--- src/rtl/clock_card_reader_if.sv ---
// Slot-bus and request/result bundle between the clock card reader and its surroundings.
// The master modport is the reader. The slave modport is the slot bus mux, the card and the host side.
interface clock_card_reader_if;
  logic        START;
  logic [15:0] ADDRESS;
  logic        RW_N;
  logic        DEVICE_SELECT_N;
  logic [7:0]  CARD_DATA;
  logic        BUSY;
  logic        DONE;
  logic        ERROR;
  logic [1:0]  RETRIES;
  logic [64:0] RTC_OUT;

  modport master (
    input  START,
    input  CARD_DATA,
    output ADDRESS,
    output RW_N,
    output DEVICE_SELECT_N,
    output BUSY,
    output DONE,
    output ERROR,
    output RETRIES,
    output RTC_OUT
  );

  modport slave (
    output START,
    output CARD_DATA,
    input  ADDRESS,
    input  RW_N,
    input  DEVICE_SELECT_N,
    input  BUSY,
    input  DONE,
    input  ERROR,
    input  RETRIES,
    input  RTC_OUT
  );
endinterface

--- src/rtl/clock_card_reader.sv ---
// Clock card reader.
// This block polls the clock card registers C0C0..C0CE over the slot bus and packs them into the 65-bit RTC vector.
// Bit 64 of the vector toggles on every successful snapshot.
// Each pass is bracketed by two reads of SECONDS_ONES: one before the pass and one at its end.
// A difference between those two reads means the time rolled over during the pass, so the pass is retried.
// Optional macro CLOCK_READER_CHECK_EN: when defined, the fixed upper bits of every sample are validated.
// Any invalid sample abandons the snapshot with ERROR.
module clock_card_reader #(
  parameter int WAIT_CYCLES = 3,
  parameter int MAX_RETRY   = 3
) (
  input logic                 CLK_14M,
  input logic                 RESET_N,
  clock_card_reader_if.master bus
);

  typedef enum logic [1:0] {IDLE, SEL, GAP, CHECK} state_t;

  localparam logic [3:0] SEC_ONES_IDX = 4'd14;

  state_t      state_q, state_d;
  logic [3:0]  idx_q, idx_d;
  logic        pre_q, pre_d;
  logic [7:0]  cnt_q, cnt_d;
  logic [7:0]  retry_q, retry_d;
  logic [3:0]  pre_sec_q, pre_sec_d;
  logic [50:0] shadow_q, shadow_d;
  logic [64:0] rtc_q, rtc_d;
  logic        done_q, done_d;
  logic        error_q, error_d;
  logic [1:0]  retries_q, retries_d;

  logic        sample_last;
  logic        chk_fail;
  logic        pass_ok;
  logic        can_retry;

  // Place one card register value into its field of the shadow vector.
  function automatic logic [50:0] pack_field(input logic [50:0] s, input logic [3:0] idx,
                                             input logic [7:0] d);
    logic [50:0] r;
    r = s;
    case (idx)
      4'd2:    r[47:44] = d[3:0];
      4'd3:    r[43:40] = d[3:0];
      4'd4:    r[36]    = d[0];
      4'd5:    r[35:32] = d[3:0];
      4'd6:    r[50:48] = d[2:0];
      4'd7:    r[29:28] = d[1:0];
      4'd8:    r[27:24] = d[3:0];
      4'd9:    r[21:20] = d[1:0];
      4'd10:   r[19:16] = d[3:0];
      4'd11:   r[14:12] = d[2:0];
      4'd12:   r[11:8]  = d[3:0];
      4'd13:   r[6:4]   = d[2:0];
      4'd14:   r[3:0]   = d[3:0];
      default: r = s;
    endcase
    return r;
  endfunction

  assign sample_last = (state_q == SEL) && (cnt_q == 8'(WAIT_CYCLES));
  assign pass_ok     = !chk_fail && (pre_sec_q == shadow_q[3:0]);
  assign can_retry   = !chk_fail && (retry_q < 8'(MAX_RETRY));

`ifdef CLOCK_READER_CHECK_EN
  logic chk_fail_q, chk_fail_d;

  // Returns 1 when the fixed upper bits of a card register hold their expected constant.
  function automatic logic upper_ok(input logic [3:0] idx, input logic [7:0] d);
    logic ok;
    case (idx)
      4'd0:                                       ok = (d == 8'h32);
      4'd1:                                       ok = (d == 8'h30);
      4'd2, 4'd3, 4'd5, 4'd8, 4'd10, 4'd12, 4'd14: ok = (d[7:4] == 4'h3);
      4'd4:                                       ok = (d[7:1] == 7'h18);
      4'd6, 4'd11, 4'd13:                         ok = (d[7:3] == 5'h06);
      4'd7, 4'd9:                                 ok = (d[7:2] == 6'h0C);
      default:                                    ok = 1'b1;
    endcase
    return ok;
  endfunction

  // Latch a fail flag on any malformed sample. The flag clears while no pass is running.
  always_comb begin
    chk_fail_d = chk_fail_q;
    if (state_q == IDLE || state_q == CHECK) chk_fail_d = 1'b0;
    else if (sample_last && !upper_ok(idx_q, bus.CARD_DATA)) chk_fail_d = 1'b1;
  end

  // Fail flag register.
  always_ff @(posedge CLK_14M or negedge RESET_N) begin
    if (!RESET_N) chk_fail_q <= 1'b0;
    else          chk_fail_q <= chk_fail_d;
  end

  assign chk_fail = chk_fail_q;
`else
  logic unused_upper;
  assign unused_upper = ^bus.CARD_DATA[7:4];
  assign chk_fail     = 1'b0;
`endif

  // FSM state register.
  always_ff @(posedge CLK_14M or negedge RESET_N) begin
    if (!RESET_N) state_q <= IDLE;
    else          state_q <= state_d;
  end

  // FSM next-state logic.
  always_comb begin
    state_d = state_q;
    case (state_q)
      IDLE:    if (bus.START) state_d = SEL;
      SEL:     if (sample_last) state_d = GAP;
      GAP:     state_d = (!pre_q && idx_q == SEC_ONES_IDX) ? CHECK : SEL;
      CHECK:   state_d = (!pass_ok && can_retry) ? SEL : IDLE;
      default: state_d = IDLE;
    endcase
  end

  // FSM outputs: drive the slot bus only while a read is selected.
  always_comb begin
    bus.ADDRESS         = 16'h0000;
    bus.DEVICE_SELECT_N = 1'b1;
    bus.BUSY            = (state_q != IDLE);
    if (state_q == SEL) begin
      bus.ADDRESS         = 16'hC0C0 + {12'h000, idx_q};
      bus.DEVICE_SELECT_N = 1'b0;
    end
  end

  assign bus.RW_N    = 1'b1;
  assign bus.DONE    = done_q;
  assign bus.ERROR   = error_q;
  assign bus.RETRIES = retries_q;
  assign bus.RTC_OUT = rtc_q;

  // Datapath: sequence the reads, stage the samples, and resolve each pass in CHECK.
  always_comb begin
    idx_d     = idx_q;
    pre_d     = pre_q;
    cnt_d     = cnt_q;
    retry_d   = retry_q;
    pre_sec_d = pre_sec_q;
    shadow_d  = shadow_q;
    rtc_d     = rtc_q;
    done_d    = 1'b0;
    error_d   = 1'b0;
    retries_d = retries_q;
    case (state_q)
      IDLE: begin
        if (bus.START) begin
          idx_d    = SEC_ONES_IDX;
          pre_d    = 1'b1;
          cnt_d    = 8'd0;
          retry_d  = 8'd0;
          shadow_d = '0;
        end
      end
      SEL: begin
        if (sample_last) begin
          cnt_d = 8'd0;
          if (pre_q) pre_sec_d = bus.CARD_DATA[3:0];
          else       shadow_d  = pack_field(shadow_q, idx_q, bus.CARD_DATA);
        end else begin
          cnt_d = cnt_q + 8'd1;
        end
      end
      GAP: begin
        if (pre_q) begin
          idx_d = 4'd0;
          pre_d = 1'b0;
        end else if (idx_q != SEC_ONES_IDX) begin
          idx_d = idx_q + 4'd1;
        end
      end
      CHECK: begin
        if (pass_ok) begin
          rtc_d     = {~rtc_q[64], 13'h0000, shadow_q};
          done_d    = 1'b1;
          retries_d = (retry_q > 8'(MAX_RETRY)) ? 2'(MAX_RETRY) : retry_q[1:0];
        end else if (can_retry) begin
          retry_d = retry_q + 8'd1;
          idx_d   = SEC_ONES_IDX;
          pre_d   = 1'b1;
        end else begin
          error_d   = 1'b1;
          retries_d = (retry_q > 8'(MAX_RETRY)) ? 2'(MAX_RETRY) : retry_q[1:0];
        end
      end
      default: ;
    endcase
  end

  // Datapath registers. All of them clear on reset, so an aborted pass leaves RTC_OUT at zero.
  always_ff @(posedge CLK_14M or negedge RESET_N) begin
    if (!RESET_N) begin
      idx_q     <= 4'd0;
      pre_q     <= 1'b0;
      cnt_q     <= 8'd0;
      retry_q   <= 8'd0;
      pre_sec_q <= 4'd0;
      shadow_q  <= '0;
      rtc_q     <= '0;
      done_q    <= 1'b0;
      error_q   <= 1'b0;
      retries_q <= 2'd0;
    end else begin
      idx_q     <= idx_d;
      pre_q     <= pre_d;
      cnt_q     <= cnt_d;
      retry_q   <= retry_d;
      pre_sec_q <= pre_sec_d;
      shadow_q  <= shadow_d;
      rtc_q     <= rtc_d;
      done_q    <= done_d;
      error_q   <= error_d;
      retries_q <= retries_d;
    end
  end

endmodule

--- src/flat_wrapper.sv ---
// flat-port wrapper written by rule: the top's interface ports become plain ports
module clock_card_reader_flat 
#(
  parameter int WAIT_CYCLES = 3,
  parameter int MAX_RETRY   = 3
)
  (CLK_14M, RESET_N, bus_START, bus_CARD_DATA, bus_ADDRESS, bus_RW_N, bus_DEVICE_SELECT_N, bus_BUSY, bus_DONE, bus_ERROR, bus_RETRIES, bus_RTC_OUT);
  clock_card_reader_if bus_i ();
  input logic CLK_14M;
  input logic RESET_N;
  input wire logic [$bits(bus_i.START)-1:0] bus_START;
  input wire logic [$bits(bus_i.CARD_DATA)-1:0] bus_CARD_DATA;
  output wire logic [$bits(bus_i.ADDRESS)-1:0] bus_ADDRESS;
  output wire logic [$bits(bus_i.RW_N)-1:0] bus_RW_N;
  output wire logic [$bits(bus_i.DEVICE_SELECT_N)-1:0] bus_DEVICE_SELECT_N;
  output wire logic [$bits(bus_i.BUSY)-1:0] bus_BUSY;
  output wire logic [$bits(bus_i.DONE)-1:0] bus_DONE;
  output wire logic [$bits(bus_i.ERROR)-1:0] bus_ERROR;
  output wire logic [$bits(bus_i.RETRIES)-1:0] bus_RETRIES;
  output wire logic [$bits(bus_i.RTC_OUT)-1:0] bus_RTC_OUT;
  assign bus_i.START = bus_START;
  assign bus_i.CARD_DATA = bus_CARD_DATA;
  assign bus_ADDRESS = bus_i.ADDRESS;
  assign bus_RW_N = bus_i.RW_N;
  assign bus_DEVICE_SELECT_N = bus_i.DEVICE_SELECT_N;
  assign bus_BUSY = bus_i.BUSY;
  assign bus_DONE = bus_i.DONE;
  assign bus_ERROR = bus_i.ERROR;
  assign bus_RETRIES = bus_i.RETRIES;
  assign bus_RTC_OUT = bus_i.RTC_OUT;
  clock_card_reader #(.WAIT_CYCLES(WAIT_CYCLES), .MAX_RETRY(MAX_RETRY)) u_core (.CLK_14M(CLK_14M), .RESET_N(RESET_N), .bus(bus_i));
endmodule
--- config.mk ---
export PLATFORM = sky130hd
export DESIGN_NAME = clock_card_reader_flat
export DESIGN_NICKNAME = d
export VERILOG_FILES = /design/src/rtl/clock_card_reader_if.sv /design/src/rtl/clock_card_reader.sv /design/src/flat_wrapper.sv
export SDC_FILE = /design/constraint.sdc
export NUM_CORES = 1
export LEC_CHECK = 0
export BUFFER_PORTS_ARGS = -buffer_cell sky130_fd_sc_hd__buf_4
export CAP_MARGIN = 20
export CORE_MARGIN = 1
export CORE_UTILIZATION = 50
export DETAILED_ROUTE_END_ITERATION = 7
export PLACE_DENSITY = 0.74
export SETUP_SLACK_MARGIN = 0.15
export SYNTH_ARGS = -nofsm -noshare
export SYNTH_HDL_FRONTEND = slang
export SYNTH_SLANG_ARGS = --single-unit
--- constraint.sdc ---
create_clock -name CLK_14M -period 2.6 [get_ports CLK_14M]
set_clock_uncertainty 0.1 [all_clocks]
set_input_delay 0.26 -clock CLK_14M [delete_from_list [all_inputs] [get_ports CLK_14M]]
set_output_delay 0.26 -clock CLK_14M [all_outputs]
set_load 0.02 [all_outputs]
Yosys cells after proc, flatten, opt, wreduce, memory -nomap -nowiden
Index checks and enable logic that the tools add are counted.
{"block": "word_totals", "register_bits": 134, "latch_bits": 0, "mem_bits_rw": 0, "romBits": 0, "in_bits": 11, "wordCells": 151, "n_memories": 0}
{"block": "op_classes", "addsub": 4, "multipliers": 0, "div": 0, "n_lt_le_gt_ge": 2, "n_eq_ne": 39, "n_shift": 0, "n_mux": 48, "n_bitwise": 2, "reduce_logical": 32}
{"operator": "two-way mux 51 bit", "n": 3}
{"operator": "one-hot mux 51 bit (2 select lines)", "n": 1}
{"operator": "AND reduction 5 bit", "n": 14}
{"operator": "two-way mux 4 bit", "n": 12}
{"operator": "two-way mux 8 bit", "n": 4}
{"operator": "inequality test 2 bit, second input constant", "n": 16}
{"operator": "one-hot mux 8 bit (2 select lines)", "n": 2}
{"operator": "== test 4 bit, second input constant", "n": 7}
{"operator": "adder 15 x 5 -> 16 bit, first input constant", "n": 1}
{"operator": "adder 8 x 1 -> 8 bit, second input constant", "n": 2}
{"operator": "== test 4 x 3 -> 1 bit, second input constant", "n": 4}
{"operator": "two-way mux 16 bit", "n": 1}
{"operator": "two-way mux 2 bit", "n": 8}
{"operator": "one-hot mux 4 bit (3 select lines)", "n": 1}
{"operator": "two-way mux 1 bit", "n": 11}
{"operator": "two-way mux 3 bit", "n": 3}
{"operator": "== test 4 x 2 -> 1 bit, second input constant", "n": 2}
{"operator": "== test 8 x 2 -> 1 bit, second input constant", "n": 1}
{"operator": "greater-than comparator 8 x 2 -> 1 bit, second input constant", "n": 1}
{"operator": "< comparator 8 x 2 -> 1 bit, second input constant", "n": 1}
{"operator": "one-hot mux 2 bit (4 select lines)", "n": 1}
{"operator": "AND reduction 2 bit", "n": 4}
{"operator": "AND reduction 4 bit", "n": 2}
{"operator": "inequality test 2 x 1 -> 1 bit, second input constant", "n": 3}
{"operator": "other kinds (14)", "n": 22}

Logic depth before layout (Yosys ltp)
Gate-level depths: netlist of run 1.
{"block": "depth", "depth_word": 5, "mapped_depth": 8}

Worst setup path before layout of run 1
Ideal clock, no wire load.
{"block": "synth_path", "path_type": "reg2out", "from": "register u_core.state_q[1]", "to": "output port bus_ADDRESS[2]", "arrival_ns": 1.670, "required_ns": 2.240, "setup_slack_ns": 0.570, "path_stages_with_launch": 7, "cell_sequence": "dfrtp_1 -> clkbuf_1 -> nand2b_1 -> clkbuf_1 -> inv_1 -> clkbuf_1 -> and2_1"}
{"block": "synth_via", "elab_chain_len": 2}
{"item": "start, declared", "line_no": "clock_card_reader.sv:21", "text": "state_t state_q, state_d;"}
{"item": "start signal, assigned", "line_no": "clock_card_reader.sv:107", "text": "else state_q <= state_d;"}
{"item": "== test 2 x 1 -> 1 bit", "line_no": "clock_card_reader.sv:127", "text": "if (state_q == SEL) begin"}
{"item": "two-way mux 16 bit", "line_no": "clock_card_reader.sv:127"}
{"item": "end, declared", "line_no": "flat_wrapper.sv:13", "text": "output wire logic [$bits(bus_i.ADDRESS)-1:0] bus_ADDRESS;"}
No other way between the ends.

Worst setup path after layout of run 1
Same ends and word-level chain as after synthesis.

==> results of run 1 <==
==> critical path: stages (launching register included) <==
cell and delay (ns):
dfrtp_1 0.45, nand2b_1 0.20, inv_1 0.48, and2_1 0.23
buf_4 0.14
==> per-layer routing <==
layer / part of all wire / up-vias
li1: - / 1710
met3: 0.045 / 15
met1: 0.45 / 1885
met2: 0.49 / 123
met5: 0 / -
met4: 0.012 / 0
==> what timing repair did <==
item | 4_1_cts | 5_1_grt
gates resized for setup | 0 | 0
endpoints found under the hold margin | 59 | 0
hold buffers | 5 | 0
==> cell families (layout without fill, tap and decap cells) <==
family | count (synthesis) | count (layout)
AOI/OAI and AO/OA | 69 | 69
DFF | 116 | 116
adders and majority gates | 6 | 6
buffers and inverters | 68 | 124
xor gates and xnor gates | 7 | 7
other | 2 | 31
and+or+nand+nor | 122 | 122
muxes | 63 | 63
==> sequential cells by signal, summed over array words and instances, names as in the netlist <==
register and cells:
u_core.bus.RETRIES 2, u_core.state_q 2, u_core.shadow_q 42, u_core.pre_sec_q 4, u_core.cnt_q 8, u_core.idx_q 4
u_core.retry_q 8, u_core.bus.ERROR 1, u_core.bus.RTC_OUT 43, u_core.pre_q 1, u_core.bus.DONE 1
==> cell usage after synthesis (all sizes together) (4+ instances only) <==
cell,instances,share of area
dfrtp,116,0.54
mux2,48,0.10
buf,42,0.056
nand2,33,0.023
mux2i,15,0.028
clkbuf,13,0.0094
inv,13,0.0091
nand3,13,0.012
a22o,12,0.020
a21oi,11,0.010
nor2,11,0.0082
nand4,10,0.014
and2,9,0.011
o21ai,9,0.0084
a32o,8,0.015
nand2b,8,0.0094
a31oi,7,0.0082
nor3,7,0.0087
ha,6,0.014
o22ai,6,0.0070
or3,6,0.0075
nor2b,5,0.0058
nor4,5,0.0098
xnor2,5,0.0082
and3,4,0.0049
==> stage by stage <==
| stage | hold WS [ns] | util |
|---|---|---|
| 4_1_cts | 0.0989 | 0.629 |
| 3_5_place_dp | 0.157 | 0.566 |
| 3_3_place_gp | 0.154 | 0.566 |
| 5_1_grt | 0.137 | 0.629 |
| 6_report | 0.119 | 0.629 |
| 2_1_floorplan | -0.136 | - |
==> final timing paths <==
| path | start | end | slack [ns] | depth (start not counted) |
|---|---|---|---|---|
| max in group asynchronous | RESET_N | u_core.shadow_q[17] | 1.43 | 3 |
| min reg2reg | u_core.bus.RTC_OUT[64] | u_core.bus.RTC_OUT[64] | 0.37 | 1 |
| max | u_core.state_q[1] | bus_ADDRESS[2] | 0.23 | 4 |
| min | bus_START | u_core.state_q[0] | 0.12 | 4 |
| max reg2reg | u_core.cnt_q[0] | u_core.shadow_q[14] | 0.36 | 5 |
| min in group asynchronous | RESET_N | u_core.bus.ERROR | 0.17 | 2 |
==> cell type report <==
cell class                      count  area, um^2
Multi-Input combinational cell    298        2160
Clock buffer                       21         459
Sequential cell                   116        2900
Inverter                           13        48.8
Tap cell                          136         170
Fill cell                         818        3850
Clock inverter                     11         149
Timing Repair Buffer               79         631
==> report_power, final <==
group	internal [mW]	leakage, nW	switching (mW)
sequential	1.82	1.54	0.0134
combinational	0.0411	1.38	0.121
clock	1.54	0.291	0.816
==> impl_results.md, run 1 <==
- Status: finished clean
- Worst Setup Start Kind: flop
- Detailed-placement wirelength estimate: 7650 um
- Crit path kind: flop to output port
- Synth-to-Final Area Change: 21.9%
- Synthesis Warnings: 0
- Largest family of logic cells by synthesized area: simple AND/OR/NAND/NOR gates
- Total congestion overflow: 0
- Max Transition Viols Final: 0
- Post-route minimum period: 2.37 ns
- Drc violations: 0
- Max Fclk: 422 MHz
- Flops & latches, synth: 116
- Share of layout cells above drive strength 1: 0.310
- Most frequent cells in the layout: dfrtp_1 (116), buf_4 (72), mux2_2 (48), nand2_1 (33), conb_1 (31)
- # diodes: 0
- Wire per inst: 16.8 um
- Die width: 105 um
- Clk buf depth: 2
- Finished Layout Cells: 674
- Simple-gate portion of the synthesized area: 0.132
- RSZ-0062 raised after global routing: no
- Synth Area in Adders: 0.0140
- Setup bufs post-CTS: 0
- Asr flop ratio synth: 1.00
- CTS root buf: clkbuf_8
- Total Wirelength: 11,300 um
- Most common cell after layout, fill and taps aside: dfrtp_1
- # rows: 37
- Critical path peak fanout: 16
- Final Hold Viols: 0
- Gpl congestion: 0.869
- Nets: 542
- DR iter-0 viols: 268
- Worst Max-Slew Pin Slew: 0.632 ns
- Xor/xnor share of the synthesized area: 0.0115
- Arr. time, crit path: 2.01 ns
- Placed cells: 637
- Compound-gate portion of the synthesized area: 0.0945
- Syn Area/Cell: 11.8 um^2
- Die area: 11,100 um^2
- Die height: 105 um
- Largest net degree at the start of global routing: 47
- HP Class: input pin to flop
- Grt peak-use layer: met2
- Pre-CTS setup slack: 0.395 ns
- Max-Cap Viols: 0
- Vias per cell: 5.54
- Clk_lat worst skew: 0.50 ns
- Total track usage: 0.219
- Power per cell area: 667 nW/um^2
- Final worst slack: 0.229 ns
- Via Count: 3,733
- CORE AREA: 10,400 um^2
- First-pass GRT wire length: 18,800 um
- CTS buffer count: 17
- # IOs: 99
- Mux cell area share after synthesis: 0.129
- Clk pin slew, worst setup/hold paths: 0.05 ns
- Design area: 6520 um^2
- Req. time, crit path: 2.24 ns
- Initial Util: 0.516
- Syn Std Cell Area: 5350 um^2
- Rel. slew slack: 0.578
- Peak supply drop: 0.423 mV
- Cell count after synthesis: 453
- Number of global-route vias before repair: 3,701
- Htree depth: 4
- Seq/Total Area, Yosys: 0.543
- Met2 usage: 0.352
- Setup crit end kind: output port
- Primary FF master, synth: dfrtp_1
- Dpl cell area: 5860 um^2
- Total power: 4.35 mW
- 1st-pass router iterations: 4
- LEAKAGE: 3.21 nW
- Final ANT Viol Nets: 0
- M1 GR Usage: 0.290
- Met3 Track Usage GR: 0.0501
- Initial antenna violation count: 0
- PortBufs: 63
- CTS tree: done
- Final TNS setup: 0 ns
- Synth cell types: 59
- Number of flops mapped to enable cells by yosys: 0
- CTS sink count: 116
- Final worst path period share: 0.912
- Final setup viols: 0
Note: power is estimated with default switching activity, not from simulation.
==> inputs of run 2 (changes only) <==
clock period = 2.34 ns   (was 2.6 ns; I/O delays follow)
==> run 2 against run 1 <==
Compared with the run above:
- global-route usage increased by 1.0 points
- combinational power increased by 14%
- sequential share of layout area decreased by 0.85 points
- via count increased by 2.1%
- wire length increased by 3.7%
- register-to-register slack got worse by 0.16 ns
- critical path depth increased by 2
- clock-buffer cell count decreased by 2
- largest cell class unchanged
- largest power group unchanged
==> impl_results.md, run 2 (synthesized netlist as in run 1, its figures left out) <==
- Status: finished clean
- Filler instances: 793
- DR iter-0 viols: 239
- CORE AREA: 10,400 um^2
- Max-Cap Viols: 0
- Vias per cell: 5.57
- Final setup viols: 0
- Share of layout cells above drive strength 1: 0.328
- LEAKAGE: 3.27 nW
- # diodes: 0
- Peak supply drop: 0.532 mV
- Clk_lat worst skew: 0.52 ns
- Worst-path cell chain: inv_1, ha_1, or4b_2, nor4_1, o21ai_0, a22o_1
- Htree depth: 4
- Clk buf depth: 2
- Worst R2R Start: u_core.idx_q[1]
- RSZ-0062 raised after global routing: no
- Die height: 105 um
- Initial antenna violation count: 0
- Worst Max-Slew Pin Slew: 0.620 ns
- HP Start: bus_START
- First-pass GRT wire length: 19,500 um
- Slowest CP cell: or4b_2
- Total congestion overflow: 0
- # IOs: 99
- Crit path kind: flop to flop
- Synth-to-Final Area Change: 24.3%
- Wire per inst: 17.1 um
- Max reg flops: 43
- Final ANT Viol Nets: 0
- Initial Util: 0.516
- Number of global-route vias before repair: 3,854
- Dpl cell area: 5940 um^2
- Nets: 552
- WP buf/inv: 1
- CTS tree: done
- # rows: 37
- CP peak stage delay: 0.63 ns
- Rel. slew slack: 0.587
- RR Endpoint: u_core.shadow_q[6]
- Arr. time, crit path: 2.44 ns
- Via Count: 3,810
- R2r setup slk: 0.20 ns
- CTS sink count: 116
- Final Hold Viols: 0
- CTS root buf: clkbuf_8
- Die width: 105 um
- CTS buffer count: 17
- Most frequent cells in the layout: dfrtp_1 (116), buf_4 (81), mux2_2 (48), nand2_1 (33), conb_1 (31)
- 1st-pass router iterations: 5
- Design area: 6650 um^2
- PortBufs: 63
- Drc violations: 0
- Max Transition Viols Final: 0
- Total track usage: 0.230
- Die area: 11,100 um^2
- Largest net degree at the start of global routing: 48
- HP Class: input pin to flop
- Worst r2r path cells: 6
- Final TNS setup: 0 ns
- Req. time, crit path: 2.64 ns
- Total power: 5.00 mW
- Post-route minimum period: 2.14 ns
- Final Util: 0.641
- Worst Hold Depth: 4
- Detailed-placement wirelength estimate: 7810 um
- Max Fclk: 467 MHz
- Worst Hold End: u_core.state_q[0]
- Critical path peak fanout: 4
- Setup crit end kind: flop
- Total Wirelength: 11,700 um
- CP top delay family: simple AND/OR/NAND/NOR gates
- Final worst path period share: 0.915
- Worst Setup Start Kind: flop
- Most common cell after layout, fill and taps aside: dfrtp_1
- Clk pin slew, worst setup/hold paths: 0.06 ns
- Power per cell area: 752 nW/um^2
- Gpl congestion: 0.850
run 2: power by group:
part	internal, mW	leakage [nW]	total (mW)	switching, mW
logic	0.0488	1.43	0.185	0.136
registers	2.02	1.54	2.04	0.0163
clock network	1.80	0.302	2.78	0.979
total	3.87	3.27	5.00	1.13
run 2: worst max path at each step:
| stage | from | end | slack, ns | depth (start not counted) |
|---|---|---|---|---|
| finish | u_core.idx_q[1] | u_core.shadow_q[6] | 0.20 | 6 |
| floorplan | u_core.state_q[1] | bus_ADDRESS[2] | 0.34 | 6 |
| global placement | u_core.idx_q[1] | u_core.shadow_q[34] | 0.27 | 6 |
| global route | u_core.idx_q[1] | u_core.shadow_q[6] | 0.15 | 6 |
| detailed placement | u_core.idx_q[1] | u_core.shadow_q[34] | 0.21 | 6 |
| CTS | u_core.state_q[1] | bus_ADDRESS[3] | 0.19 | 4 |
run 2: per-layer routing:
metal | wire [um] | GRT usage | part of all wire | up-vias
li1 | - | - | - | 1730
met1 | 5090 | 0.297 | 0.43 | 1889
met2 | 5660 | 0.357 | 0.48 | 168
met3 | 755 | 0.0606 | 0.064 | 23
met4 | 217 | 0.116 | 0.019 | 0
met5 | 0 | 0 | 0 | -
run 2: worst min-delay path, cell delays in order:
cell     delay, ns
buf_4         0.10
o21ba_2       0.16
a31oi_1       0.09
nand2_1       0.07
run 2: layout make-up:
cell class | count | area (um^2) | area share
repair buffers | 89 | 718 | 0.108
multi-input cells | 298 | 2170 | 0.326
clock inverters | 13 | 195 | 0.0294
flip-flops and latches | 116 | 2900 | 0.436
well taps | 136 | 170 | 0.0256
clock buffers | 19 | 442 | 0.0664
inverters | 13 | 52.6 | 0.00790
run 2: metrics by stage:
step	setup WS [ns]	hold WS, ns	std cells
finish	0.198	0.0717	684
global route	0.154	0.0851	684
CTS	0.187	0.0495	684
detailed placement	0.214	0.188	646
global placement	0.267	0.171	646
floorplan	0.336	-0.162	482
run 2: what timing repair did:
action                                  4_1_cts  5_1_grt
resized for setup                             2        2
buffers inserted                              1        0
hold buffers                                  5        0
hold endpoints to repair                     67        0
cloned                                        0        0
endpoints found under the setup margin        6       10
==> inputs of run 3 (changes only) <==
BUFFER_PORTS_ARGS = -buffer_cell sky130_fd_sc_hd__buf_2   (was -buffer_cell sky130_fd_sc_hd__buf_4)
CORE_ASPECT_RATIO = 0.9   (was not set)
PLACE_DENSITY = 0.73   (was 0.74)
==> run 3 against run 2 <==
Compared with the run above:
- the flow now finishes with violations (design-rule violations)
- hold slack worse by 0.014 ns
- non-clock buffer count down 5
- cell count down 1.8%
- wire length down 2.1%
- flip-flop and latch count unchanged
- clock power down 8.3%
- largest cell class unchanged
- largest power group unchanged
- highest routed layer unchanged
==> impl_results.md, run 3 (synthesized netlist as in run 1, its figures left out) <==
- Status: finished with violations
- Failing checks: design-rule violations
- Rel. slew slack: 0.464
- Sw frac: 0.231
- Nets: 547
- Final setup viols: 0
- Clk pwr share: 0.535
- Most frequent cells in the layout: dfrtp_1 (116), buf_2 (62), mux2_2 (48), nand2_1 (33), conb_1 (31)
- Clk_lat worst skew: 0.42 ns
- Final worst path period share: 0.897
- 1st-pass router iterations: 8
- Number of stages on the worst setup path: 6
- Post-route minimum period: 2.10 ns
- DR iter-0 viols: 252
- RSZ-0062 raised after global routing: yes
- Power per cell area: 744 nW/um^2
- Initial antenna violation count: 0
- HP Class: input pin to flop
- Net Sw Power: 1.10 mW
- Slowest CP cell: or4b_2
- Worst r2r path cells: 6
- First-pass GRT wire length: 19,000 um
- Via Count: 3,773
- Worst-path cell chain: inv_1, ha_1, or4b_2, nor4_2, o21ai_1, a22o_1
- Final Util: 0.618
- CTS sink count: 116
- Largest net degree at the start of global routing: 62
- # diodes: 0
- CTS tree: done
- Gpl congestion: 0.880
- LEAKAGE: 3.23 nW
- Arr. time, crit path: 2.30 ns
- Filler instances: 802
- Int Power: 3.66 mW
- Area of the multi-input gates: 2180 um^2
- Total Wirelength: 11,500 um
- Most common cell after layout, fill and taps aside: dfrtp_1
- CTS buffer count: 17
- Final TNS setup: 0 ns
- Htree depth: 4
- Synth-to-Final Area Change: 19.5%
- # IOs: 99
- Setup crit end kind: flop
- Number of global-route vias before repair: 3,640
- Final ANT Viol Nets: 0
- Clk buf depth: 2
- # rows: 35
- Max Transition Viols Final: 0
- Finished Layout Cells: 672
- Sequential power share: 0.428
- Peak supply drop: 0.384 mV
- Total track usage: 0.224
- Drc violations: 14
- Wire per inst: 17.1 um
- Total congestion overflow: 0
- CP top delay family: simple AND/OR/NAND/NOR gates
- Crit path kind: flop to flop
- Share of layout cells above drive strength 1: 0.335
- Critical path peak fanout: 4
- CTS root buf: clkbuf_16
- Comb pwr share: 0.037
- Final Hold Viols: 0
- Max-Cap Viols: 0
- Register Area: 2900 um^2
- Max reg flops: 43
- PortBufs: 63
- Worst Max-Slew Pin Slew: 0.802 ns
- Max Fclk: 476 MHz
- Die width: 111 um
- Detailed-placement wirelength estimate: 7880 um
- CORE AREA: 10,300 um^2
- Die height: 100 um
- Worst Hold Depth: 2
- Placed cells: 637
- Worst Setup Start Kind: flop
- CP peak stage delay: 0.64 ns
- Clk pin slew, worst setup/hold paths: 0.06 ns
- Die area: 11,100 um^2
- Vias per cell: 5.61
- WP buf/inv: 1
- Req. time, crit path: 2.54 ns
- Initial Util: 0.518
## run 3: cell types whose count changed in the layout (fill, tap and decap cells not counted), moves of 2 or more
cell	before	now
buf_2	0	62
buf_4	81	19
bufinv_16	4	2
clkbuf_8	3	1
clkinv_2	0	3
clkinv_4	3	6
clkinvlp_4	4	2
dlygate4sd3_1	5	1
## run 3: area by class of cell
cell class                 count  share of cell area
timing repair buffer          84              0.0787
clock buffer                  18              0.0687
inverter                      13             0.00822
multi-input combinational    298               0.341
tap                          129              0.0253
sequential                   116               0.454
clock inverter                14              0.0239
## run 3: power by group through the flow
stage               registers [mW]  logic, mW  clock network [mW]
CTS                           2.03      0.175                2.58
global route                  2.04      0.193                2.67
global placement              2.07      0.169                   0
detailed placement            2.07      0.173                   0
finish                        2.04      0.175                2.55
floorplan                     2.06      0.135                   0
## run 3: worst paths after layout
check	endpoint	slack, ns	start
min in group asynchronous	u_core.bus.RTC_OUT[1]	0.17	RESET_N
min	u_core.shadow_q[27]	0.06	bus_CARD_DATA[3]
min reg2reg	u_core.bus.RTC_OUT[64]	0.36	u_core.bus.RTC_OUT[64]
max in group asynchronous	u_core.cnt_q[0]	1.27	RESET_N
max	u_core.shadow_q[35]	0.24	u_core.idx_q[1]
max reg2reg	u_core.shadow_q[35]	0.24	u_core.idx_q[1]
## run 3: what timing repair did
action	in CTS	in global routing
buffers inserted	0	2
hold buffers	1	0
setup endpoints to repair	0	19
resized for setup	0	7
endpoints found under the hold margin	25	0
## run 3: routing by layer
metal / share of wire / vias to the layer above / track usage
met4: 0.015 / 0 / 0.0998
met5: 0 / - / 0
met1: 0.47 / 1873 / 0.313
met3: 0.060 / 18 / 0.0543
met2: 0.45 / 159 / 0.335
li1: - / 1723 / -
## run 3: stage by stage
stage          setup slack [ns]  power [mW]  instance area (um^2)  hold WS, ns
2_1_floorplan             0.336        2.20                  5460       -0.162
3_3_place_gp              0.218        2.24                  5750       0.0603
3_5_place_dp              0.203        2.24                  5750       0.0667
4_1_cts                   0.192        4.79                  6350       0.0466
5_1_grt                   0.130        4.90                  6390       0.0653
6_report                  0.240        4.76                  6390       0.0574
